`config.mk`:
```
export PLATFORM = sky130hd
export DESIGN_NAME = sobel_frame_ctrl_flat
export DESIGN_NICKNAME = d
export VERILOG_FILES = /design/src/rtl/sobel_frame_ctrl_if.sv /design/src/rtl/sobel_frame_ctrl.sv /design/src/flat_wrapper.sv
export SDC_FILE = /design/constraint.sdc
export NUM_CORES = 1
export LEC_CHECK = 0
export CORE_MARGIN = 2
export CORE_UTILIZATION = 35
export DETAILED_ROUTE_END_ITERATION = 10
export GPL_TIMING_DRIVEN = 0
export HOLD_SLACK_MARGIN = 0.15
export PLACE_DENSITY = 0.53
export RECOVER_POWER = 50
export SETUP_SLACK_MARGIN = 0.05
export SLEW_MARGIN = 15
export SYNTH_ARGS = -nofsm -noshare
export SYNTH_HDL_FRONTEND = slang
export SYNTH_SLANG_ARGS = --single-unit
```
`constraint.sdc`:
```
create_clock -name clk -period 2.35 [get_ports clk]
set_input_delay 0.3525 -clock clk [delete_from_list [all_inputs] [get_ports clk]]
set_output_delay 0.3525 -clock clk [all_outputs]
set_load 0.005 [all_outputs]
```
`src/rtl/sobel_frame_ctrl_if.sv`:
```
// rtl/sobel_frame_ctrl_if.sv - handshake and status bundle for sobel_frame_ctrl
// Purpose: groups the pixel-source handshake, the downstream advance strobe and
//   the frame status signals of the Sobel frame controller.
// Signals:
//   s_valid, s_sof       source beat valid / start-of-frame marker
//   s_ready              controller accepts the source beat
//   m_ready              downstream can take one window advance
//   count_en, pad_sel    datapath advance strobe / zero-pad select
//   busy, frame_done     controller not idle / last flush beat consumed
//   frame_cnt[15:0]      completed frames
//   err_resync           sticky early-SOF flag
// Modports: slave = controller side, master = source/downstream/observer side.
interface sobel_frame_ctrl_if;
  logic        s_valid;
  logic        s_sof;
  logic        s_ready;
  logic        m_ready;
  logic        count_en;
  logic        pad_sel;
  logic        busy;
  logic        frame_done;
  logic [15:0] frame_cnt;
  logic        err_resync;

  modport slave (
    input  s_valid, s_sof, m_ready,
    output s_ready, count_en, pad_sel, busy, frame_done, frame_cnt, err_resync
  );

  modport master (
    output s_valid, s_sof, m_ready,
    input  s_ready, count_en, pad_sel, busy, frame_done, frame_cnt, err_resync
  );
endinterface

```
`src/rtl/sobel_frame_ctrl.sv`:
```
// rtl/sobel_frame_ctrl.sv - frame-level scheduler for the Sobel pipeline
// Purpose: accepts one RAW_FRAME_COLNUM x RAW_FRAME_ROWNUM frame from the pixel
//   source, then injects COLNUM+1 zero-pad beats to flush the window, then
//   holds BLANK_CYCLES idle cycles before accepting the next frame.
// Ports:
//   clk   clock
//   rst   synchronous reset, active-high
//   bus   sobel_frame_ctrl_if.slave (handshake, advance strobe, status)
// Optional feature: define SOBEL_CTRL_RESYNC_EN to let an early SOF inside a
//   frame abort it and restart at pixel (0,0), setting sticky err_resync.
module sobel_frame_ctrl #(
  parameter int RAW_FRAME_COLNUM = 1920,
  parameter int RAW_FRAME_ROWNUM = 1080,
  parameter int BLANK_CYCLES     = 16
) (
  input  logic               clk,
  input  logic               rst,
  sobel_frame_ctrl_if.slave  bus
);

  localparam logic [11:0] COL_LAST   = 12'(RAW_FRAME_COLNUM - 1);
  localparam logic [11:0] ROW_LAST   = 12'(RAW_FRAME_ROWNUM - 1);
  localparam logic [11:0] FLUSH_LAST = 12'(RAW_FRAME_COLNUM);
  localparam logic [15:0] BLANK_LAST = 16'(BLANK_CYCLES - 1);

  typedef enum logic [1:0] {IDLE, ACTIVE, FLUSH, BLANK} state_t;

  state_t      state, state_nxt;
  logic [11:0] col, col_nxt;
  logic [11:0] row, row_nxt;
  logic [11:0] flush_cnt, flush_nxt;
  logic [15:0] blank_cnt, blank_nxt;
  logic [15:0] frame_cnt, frame_nxt;
  logic        s_ready, count_en, pad_sel, frame_done;
`ifdef SOBEL_CTRL_RESYNC_EN
  logic        err_set;
  logic        err_q;
`endif

  always_ff @(posedge clk) begin
    if (rst) begin
      state     <= IDLE;
      col       <= '0;
      row       <= '0;
      flush_cnt <= '0;
      blank_cnt <= '0;
      frame_cnt <= '0;
    end else begin
      state     <= state_nxt;
      col       <= col_nxt;
      row       <= row_nxt;
      flush_cnt <= flush_nxt;
      blank_cnt <= blank_nxt;
      frame_cnt <= frame_nxt;
    end
  end

  always_comb begin
    state_nxt  = state;
    col_nxt    = col;
    row_nxt    = row;
    flush_nxt  = flush_cnt;
    blank_nxt  = blank_cnt;
    frame_nxt  = frame_cnt;
    s_ready    = 1'b0;
    count_en   = 1'b0;
    pad_sel    = 1'b0;
    frame_done = 1'b0;
`ifdef SOBEL_CTRL_RESYNC_EN
    err_set    = 1'b0;
`endif
    case (state)
      IDLE: begin
        // Beats without SOF are consumed and dropped so a source that starts
        // mid-frame cannot stall waiting for us.
        s_ready = bus.m_ready;
        if (bus.s_valid && bus.s_sof && bus.m_ready) begin
          count_en  = 1'b1;
          col_nxt   = 12'd1;
          row_nxt   = '0;
          state_nxt = ACTIVE;
        end
      end
      ACTIVE: begin
        s_ready  = bus.m_ready;
        count_en = bus.s_valid & bus.m_ready;
`ifdef SOBEL_CTRL_RESYNC_EN
        // Early SOF: this beat becomes pixel (0,0) of a fresh frame.
        if (count_en && bus.s_sof && (col != '0 || row != '0)) begin
          col_nxt = 12'd1;
          row_nxt = '0;
          err_set = 1'b1;
        end else
`endif
        if (count_en) begin
          if (col == COL_LAST) begin
            col_nxt = '0;
            if (row == ROW_LAST) begin
              row_nxt   = '0;
              flush_nxt = '0;
              state_nxt = FLUSH;
            end else begin
              row_nxt = row + 12'd1;
            end
          end else begin
            col_nxt = col + 12'd1;
          end
        end
      end
      FLUSH: begin
        // COLNUM+1 zero beats push the last row through the 3x3 window.
        pad_sel  = 1'b1;
        count_en = bus.m_ready;
        if (count_en) begin
          if (flush_cnt == FLUSH_LAST) begin
            frame_done = 1'b1;
            frame_nxt  = frame_cnt + 16'd1;
            blank_nxt  = '0;
            state_nxt  = BLANK;
          end else begin
            flush_nxt = flush_cnt + 12'd1;
          end
        end
      end
      BLANK: begin
        if (blank_cnt == BLANK_LAST) begin
          state_nxt = IDLE;
        end else begin
          blank_nxt = blank_cnt + 16'd1;
        end
      end
      default: state_nxt = IDLE;
    endcase
  end

`ifdef SOBEL_CTRL_RESYNC_EN
  always_ff @(posedge clk) begin
    if (rst) begin
      err_q <= 1'b0;
    end else if (err_set) begin
      err_q <= 1'b1;
    end
  end
  assign bus.err_resync = err_q;
`else
  assign bus.err_resync = 1'b0;
`endif

  assign bus.s_ready    = s_ready;
  assign bus.count_en   = count_en;
  assign bus.pad_sel    = pad_sel;
  assign bus.frame_done = frame_done;
  assign bus.busy       = (state != IDLE);
  assign bus.frame_cnt  = frame_cnt;

endmodule

```
`src/flat_wrapper.sv`:
```
// flat-port wrapper written by rule: the top's interface ports become plain ports
module sobel_frame_ctrl_flat 
#(
  parameter int RAW_FRAME_COLNUM = 1920,
  parameter int RAW_FRAME_ROWNUM = 1080,
  parameter int BLANK_CYCLES     = 16
)
  (clk, rst, bus_s_valid, bus_s_sof, bus_m_ready, bus_s_ready, bus_count_en, bus_pad_sel, bus_busy, bus_frame_done, bus_frame_cnt, bus_err_resync);
  sobel_frame_ctrl_if bus_i ();
  input  logic clk;
  input  logic rst;
  input wire logic [$bits(bus_i.s_valid)-1:0] bus_s_valid;
  input wire logic [$bits(bus_i.s_sof)-1:0] bus_s_sof;
  input wire logic [$bits(bus_i.m_ready)-1:0] bus_m_ready;
  output wire logic [$bits(bus_i.s_ready)-1:0] bus_s_ready;
  output wire logic [$bits(bus_i.count_en)-1:0] bus_count_en;
  output wire logic [$bits(bus_i.pad_sel)-1:0] bus_pad_sel;
  output wire logic [$bits(bus_i.busy)-1:0] bus_busy;
  output wire logic [$bits(bus_i.frame_done)-1:0] bus_frame_done;
  output wire logic [$bits(bus_i.frame_cnt)-1:0] bus_frame_cnt;
  output wire logic [$bits(bus_i.err_resync)-1:0] bus_err_resync;
  assign bus_i.s_valid = bus_s_valid;
  assign bus_i.s_sof = bus_s_sof;
  assign bus_i.m_ready = bus_m_ready;
  assign bus_s_ready = bus_i.s_ready;
  assign bus_count_en = bus_i.count_en;
  assign bus_pad_sel = bus_i.pad_sel;
  assign bus_busy = bus_i.busy;
  assign bus_frame_done = bus_i.frame_done;
  assign bus_frame_cnt = bus_i.frame_cnt;
  assign bus_err_resync = bus_i.err_resync;
  sobel_frame_ctrl #(.RAW_FRAME_COLNUM(RAW_FRAME_COLNUM), .RAW_FRAME_ROWNUM(RAW_FRAME_ROWNUM), .BLANK_CYCLES(BLANK_CYCLES)) u_core (.clk(clk), .rst(rst), .bus(bus_i));
endmodule
```
==> flow_summary.toml, run 1 <==
[status]
status = "finished clean"

[worst_setup_path]
cp_cell_sequence = "or4_4 > or4_4 > nor2_4 > buf_2"
rr_worst_depth = 8
cpPeakStageDelay_ns = 0.53
cp_slowest_cell = "or4_4"
crit_end = "bus_frame_done"
timing.critical_path.mode_cell = "or4_4"
crit_path_end_kind = "output pin"
worstSetupStartpointType = "register"
rr_startpoint = "u_core.flush_cnt[3]"
worstPathArrival_ns = 1.96
cp.required_ns = 2.00
r2r_slack_ns = 0.09
path_max_fanout = 4
criticalPathCategory = "register to output pin"
r2r_end = "u_core.blank_cnt[5]"
critPathLaunch = "u_core.flush_cnt[3]"

[global_route]
grt_pass1_vias = 3374
grt_overflow = 0
grt_max_degree = 14
antenna_found_initial = 0
grt_pass1_wl_mm = 16.0
grt_util_all_layers_pct = 17.1

[layout]
nets = 524
syn2layout_area_growth_pct = 26.1
n_fill_cell = 1086
antennaDiodeCount = 0
final_cells = 654
drive_gt1_share_pct = 17.5

[job]
maxCapViolations = 0

[cts]
cts-root-buf = "clkbuf_8"
clock_latency_ns = 0.36
cts.reportedPaths.clkPinSlew_ns = 0.08
hold_buffers = 0
max-clock-path-buffers = 2
htreeDepth = 3
clock_sinks = 70
cts_buffers = 9
cts_tree = "built"

[timing]
setup_tns_ns = 0
rsz0062_at_grt = "yes"
fmax_ghz = 0.432
slew_headroom_pct = 55.6
holdWs_ns = 0.469
post-route-period-util_pct = 98.5
fin_skew_ns = 0.00945
finalHoldViolCount = 0
tightestPinTransition_ns = 0.660
slew_violations = 0
post-route-min-period_ns = 2.32
finalSetupViolCount = 0

[detailed_routing]
routed_via_density = 5.50
ant_nets = 0
wl_mm = 9.74
drt_iter0_markers = 143
detail_route.wl_per_cell_um = 14.9
vias = 3596
drc = 0
dr.pass1.iters = 4

[synth]
yosysWarnings = 0
synth_top_area_share_pct = 36.7
ys_top_cells_by_area = "dfxtp_1, a311oi_1, nand2_1, nor2_1, a21oi_1"
syn-mean-instance-area_um2 = 8.40
synth_most_common_cell = "dfxtp_1"
synth_cell_types = 58
ys.flop_type = "dfxtp_1"
synth_cells = 455
synth_common_cells = "dfxtp_1, nand2_1, nor2_1, a21oi_1, nand3_1"
synth_edf_count = 0
yosys.area.top_type = "dfxtp_1"
synth_nets = 470
synth-async-reset-ratio_pct = 0
synth-seq-cells = 70
ys_seq_area_share_pct = 36.7
synthesis.area_um2 = 3820

[floorplan]
num_rows = 38
core_um2 = 10700
die_h_um = 108
die_w_um = 108
die_area_um2 = 11800
start_util_pct = 35.6
ios = 27

[power_and_ir_drop]
p_per_area_nw_per_um2 = 675
ir_worst_vdd_v = 0.000346
internal-power_uw = 2210
p_leak_uw = 0.00161
swShare_pct = 32.2
switchingPower_uw = 1050
pwr-share-clk_pct = 34.0
seqPwrFrac_pct = 38.1
combPwrFrac_pct = 28.0
p_total_uw = 3250

[place]
portBuffers = 23
placed_cells = 618
globalplace.congestion = 0.788
hpwl_mm = 6.52

[hold_path]
holdCritPathClass = "register to register"
==> routing by layer <==
layer / share of wire (%) / global-route usage [%] / vias to the layer above / wire length [um]
li1: - / - / 1800 / -
met1: 47 / 21.0 / 1701 / 4590
met2: 47 / 29.3 / 83 / 4610
met3: 4.1 / 4.28 / 12 / 399
met4: 1.5 / 5.31 / 0 / 142
met5: 0 / 0 / - / 0
==> worst min path at each step <==
| stage | startpoint | end | slack [ns] | cells after the start |
|---|---|---|---|---|
| after floorplan | u_core.row[11] | u_core.row[11] | 0.43 | 2 |
| after global placement | u_core.row[11] | u_core.row[11] | 0.45 | 2 |
| after detailed placement | u_core.row[11] | u_core.row[11] | 0.46 | 2 |
| after CTS | u_core.row[11] | u_core.row[11] | 0.47 | 2 |
| after global routing | u_core.blank_cnt[15] | u_core.blank_cnt[15] | 0.50 | 1 |
| final | u_core.row[11] | u_core.row[11] | 0.47 | 2 |
==> registers in the layout (all words and copies together), names as in the netlist <==
signal                flops
u_core.blank_cnt         16
u_core.bus.frame_cnt     16
u_core.row               12
u_core.state              2
u_core.col               12
u_core.flush_cnt         12
==> worst max-delay path: cells and delay by family, from the launching register on <==
| family | cells | cell delay [ns] |
|---|---|---|
| buffers and inverters | 1 | 0.12 |
| and+or+nand+nor | 3 | 1.12 |
| DFF | 1 | 0.36 |
==> cells by family (layout without fill, tap and decap cells) <==
| group | after synthesis | in the layout | synth area share [%] |
|---|---|---|---|
| and+or+nand+nor | 200 | 200 | 28.2 |
| other | 1 | 1 | 0.0981 |
| AOI/OAI and AO/OA | 109 | 109 | 21.4 |
| muxes | 4 | 4 | 1.11 |
| xor gates and xnor gates | 22 | 22 | 5.04 |
| buffers and inverters | 39 | 98 | 4.26 |
| adders and majority gates | 10 | 10 | 3.27 |
| DFF | 70 | 70 | 36.7 |
==> power by group through the flow <==
stage          clock (uW)  combinational (uW)  sequential, uW
6_report             1100                 909            1240
5_1_grt              1180                 980            1240
4_1_cts              1130                 816            1240
3_5_place_dp            0                 658            1250
3_3_place_gp            0                 655            1250
2_1_floorplan           0                 461            1250
==> what timing repair did <==
| action | 4_1_cts | 5_1_grt |
|---|---|---|
| gates resized for setup | 37 | 28 |
| endpoints found under the setup margin | 31 | 42 |
| gates cloned | 1 | 1 |
| pin swaps | 10 | 17 |
| setup buffers | 12 | 8 |
==> cells in the final DEF, fill, tap and decap left out, drive strengths merged, types with 7 or more instances in the layout <==
cell type and instances:
buf 28, nor2 42, ha 10, nand4 15, a21oi 29, xor2 11
o21ai 17, nor3 12, dlygate4sd3 17, nor4 12, a31oi 9, inv 15
nand2 49, and2 7, xnor2 11, clkbuf 26, or3 7, dfxtp 70
a311oi 21, and3 9, nand3 23
==> final cells by class <==
| type | instances | area, um2 | area share, % |
|---|---|---|---|
| multi-input cells | 346 | 2410 | 50.0 |
| flip-flops and latches | 70 | 1410 | 29.3 |
| repair buffers | 45 | 404 | 8.39 |
| well taps | 140 | 175 | 3.64 |
| plain buffers | 22 | 140 | 2.91 |
| clock buffers | 9 | 124 | 2.57 |
| clock inverters | 7 | 98.8 | 2.05 |
| inverters | 15 | 56.3 | 1.17 |
==> per-stage QoR <==
step           worst slack, ns  utilization, %  cell area [um2]
6_report                0.0345            44.8             4820
5_1_grt                -0.0128            44.8             4820
4_1_cts                 0.0423            43.3             4650
3_5_place_dp            -0.356            39.3             4230
3_3_place_gp            -0.345            39.3             4230
2_1_floorplan            0.221               -             3820
Note: power is estimated with default switching activity, not from simulation.
==> run 2, diff against run 1 <==
- CORE_MARGIN: 2 -> 3
==> flow_summary.toml, run 2 (synthesis gave the netlist of run 1 again) <==
[power_and_ir_drop]
swShare_pct = 32.2
internal-power_uw = 2110
p_total_uw = 3110
switchingPower_uw = 1000
seqPwrFrac_pct = 39.9
p_leak_uw = 0.00160
pwr-share-clk_pct = 31.7
ir_worst_vdd_v = 0.000363
p_per_area_nw_per_um2 = 653
combPwrFrac_pct = 28.4

[detailed_routing]
vias = 3579
maxUsedRoutingLayer = "met4"
detail_route.wl_per_cell_um = 14.9
routed_via_density = 5.48
ant_nets = 0
drc = 0
dr.pass1.iters = 4
drt_iter0_markers = 170
met3_wirelength_um = 319
met1_length_mm = 4.85
wl_mm = 9.70
wl_met2_mm = 4.39

[floorplan]
ios = 27
core_um2 = 10500
start_util_pct = 36.5
die_area_um2 = 12200
num_rows = 37
die_h_um = 110
die_w_um = 110

[global_route]
antenna_found_initial = 0
grt_max_degree = 13
grt_util_all_layers_pct = 15.7
grt_pass1_wl_mm = 16.3
grt_overflow = 0
grt_pass1_vias = 3353

[worst_setup_path]
rr_startpoint = "u_core.flush_cnt[4]"
critical_path.top_delay_family = "simple AND/OR/NAND/NOR gates"
timing.critical_path.mode_cell = "or4_4"
worstPathArrival_ns = 1.92
cpPeakStageDelay_ns = 0.54
criticalPathCategory = "register to output pin"
cp.required_ns = 2.00
cp_slowest_cell = "or4_4"
critPathLaunch = "u_core.flush_cnt[4]"
worst-path-buf-inv = 1
r2r_slack_ns = 0.09
worstSetupStartpointType = "register"
crit_path_end_kind = "output pin"
path_max_fanout = 4
cp_cell_sequence = "or4_4 > or4_4 > nor2_4 > buf_2"

[timing]
fmax_ghz = 0.440
finalHoldViolCount = 0
post-route-period-util_pct = 96.8
finalSetupViolCount = 0
post-route-min-period_ns = 2.27
tightestPinTransition_ns = 0.615
slew_violations = 0
slew_headroom_pct = 58.6
rsz0062_at_grt = "yes"
fin_skew_ns = 0.00947

[cts]
cts.reportedPaths.clkPinSlew_ns = 0.08
clock_latency_ns = 0.35
clock_sinks = 70
cts_tree = "built"
htreeDepth = 3
cts-root-buf = "clkbuf_8"
max-clock-path-buffers = 2
cts_buffers = 9

[layout]
final_cells = 653
nets = 527
drive_gt1_share_pct = 17.4
syn2layout_area_growth_pct = 24.8
regArea_um2 = 1410
top_regs = "u_core.blank_cnt x16, u_core.bus.frame_cnt x16"
multi_input_area_um2 = 2380
final_common_cell = "dfxtp_1"
antennaDiodeCount = 0
most-common-layout-cells = "dfxtp_1, nand2_1, nor2_1"
n_fill_cell = 1037
final_area_um2 = 4770

[place]
portBuffers = 23
hpwl_mm = 6.59
globalplace.congestion = 0.838
dpl_cell_area_um2 = 4220
placed_cells = 614

[job]
maxCapViolations = 0

[status]
status = "finished clean"

[hold_path]
holdCritPathClass = "register to register"
hold_path_startpoint = "u_core.row[11]"
[run 2: changes by cell type in the layout (fill, tap and decap cells not counted), sizes merged]
cell and change:
bufinv -1, dlygate4sd3 -1, buf +2, clkdlybuf4s50 +1, clkbuf +2
[run 2: final timing paths]
path / to / depth (start not counted)
worst min register to register: u_core.row[11] / 2
worst max register to register: u_core.blank_cnt[15] / 8
worst min-delay path: u_core.row[11] / 2
worst max-delay path: bus_frame_done / 4
[run 2: worst min-delay path, stage by stage, from the launching register on]
cell	delay, ns
dfxtp_1	0.33
inv_1	0.05
o2bb2ai_1	0.05
[run 2: final cells by class]
cell class	instances	share of cell area (%)
clock inverter	6	1.29
buffer	22	2.78
sequential	70	29.6
multi-input combinational	346	49.9
timing repair buffer	48	8.74
tap	136	3.57
clock buffer	10	2.89
inverter	15	1.18
[run 2: power by group through the flow]
stage | sequential, uW | clock (uW) | combinational [uW]
after global routing | 1240 | 1070 | 970
after CTS | 1240 | 1020 | 757
after detailed placement | 1250 | 0 | 651
final | 1240 | 987 | 883
after global placement | 1250 | 0 | 647
after floorplan | 1250 | 0 | 461
[run 2: through the flow]
stage / setup WS (ns) / setup TNS, ns / hold WS, ns / util (%)
6_report: 0.0753 / 0 / 0.476 / 45.6
5_1_grt: 0.00486 / 0 / 0.495 / 45.6
4_1_cts: 0.0426 / 0 / 0.475 / 43.9
3_5_place_dp: -0.326 / -6.79 / 0.464 / 40.3
3_3_place_gp: -0.309 / -6.56 / 0.450 / 40.3
2_1_floorplan: 0.221 / 0 / 0.432 / -
[run 2: routing by layer]
layer | vias up | track usage, %
met5 | - | 0
met4 | 0 | 6.73
met3 | 11 | 2.74
met2 | 67 | 24.2
met1 | 1696 | 21.7
li1 | 1805 | -
[run 2: what timing repair did]
item,in CTS,in global routing
hold buffers,0,0
buffers inserted,12,11
cloned,0,2
endpoints found under the setup margin,32,39
pin swaps,8,20
resized for setup,31,25
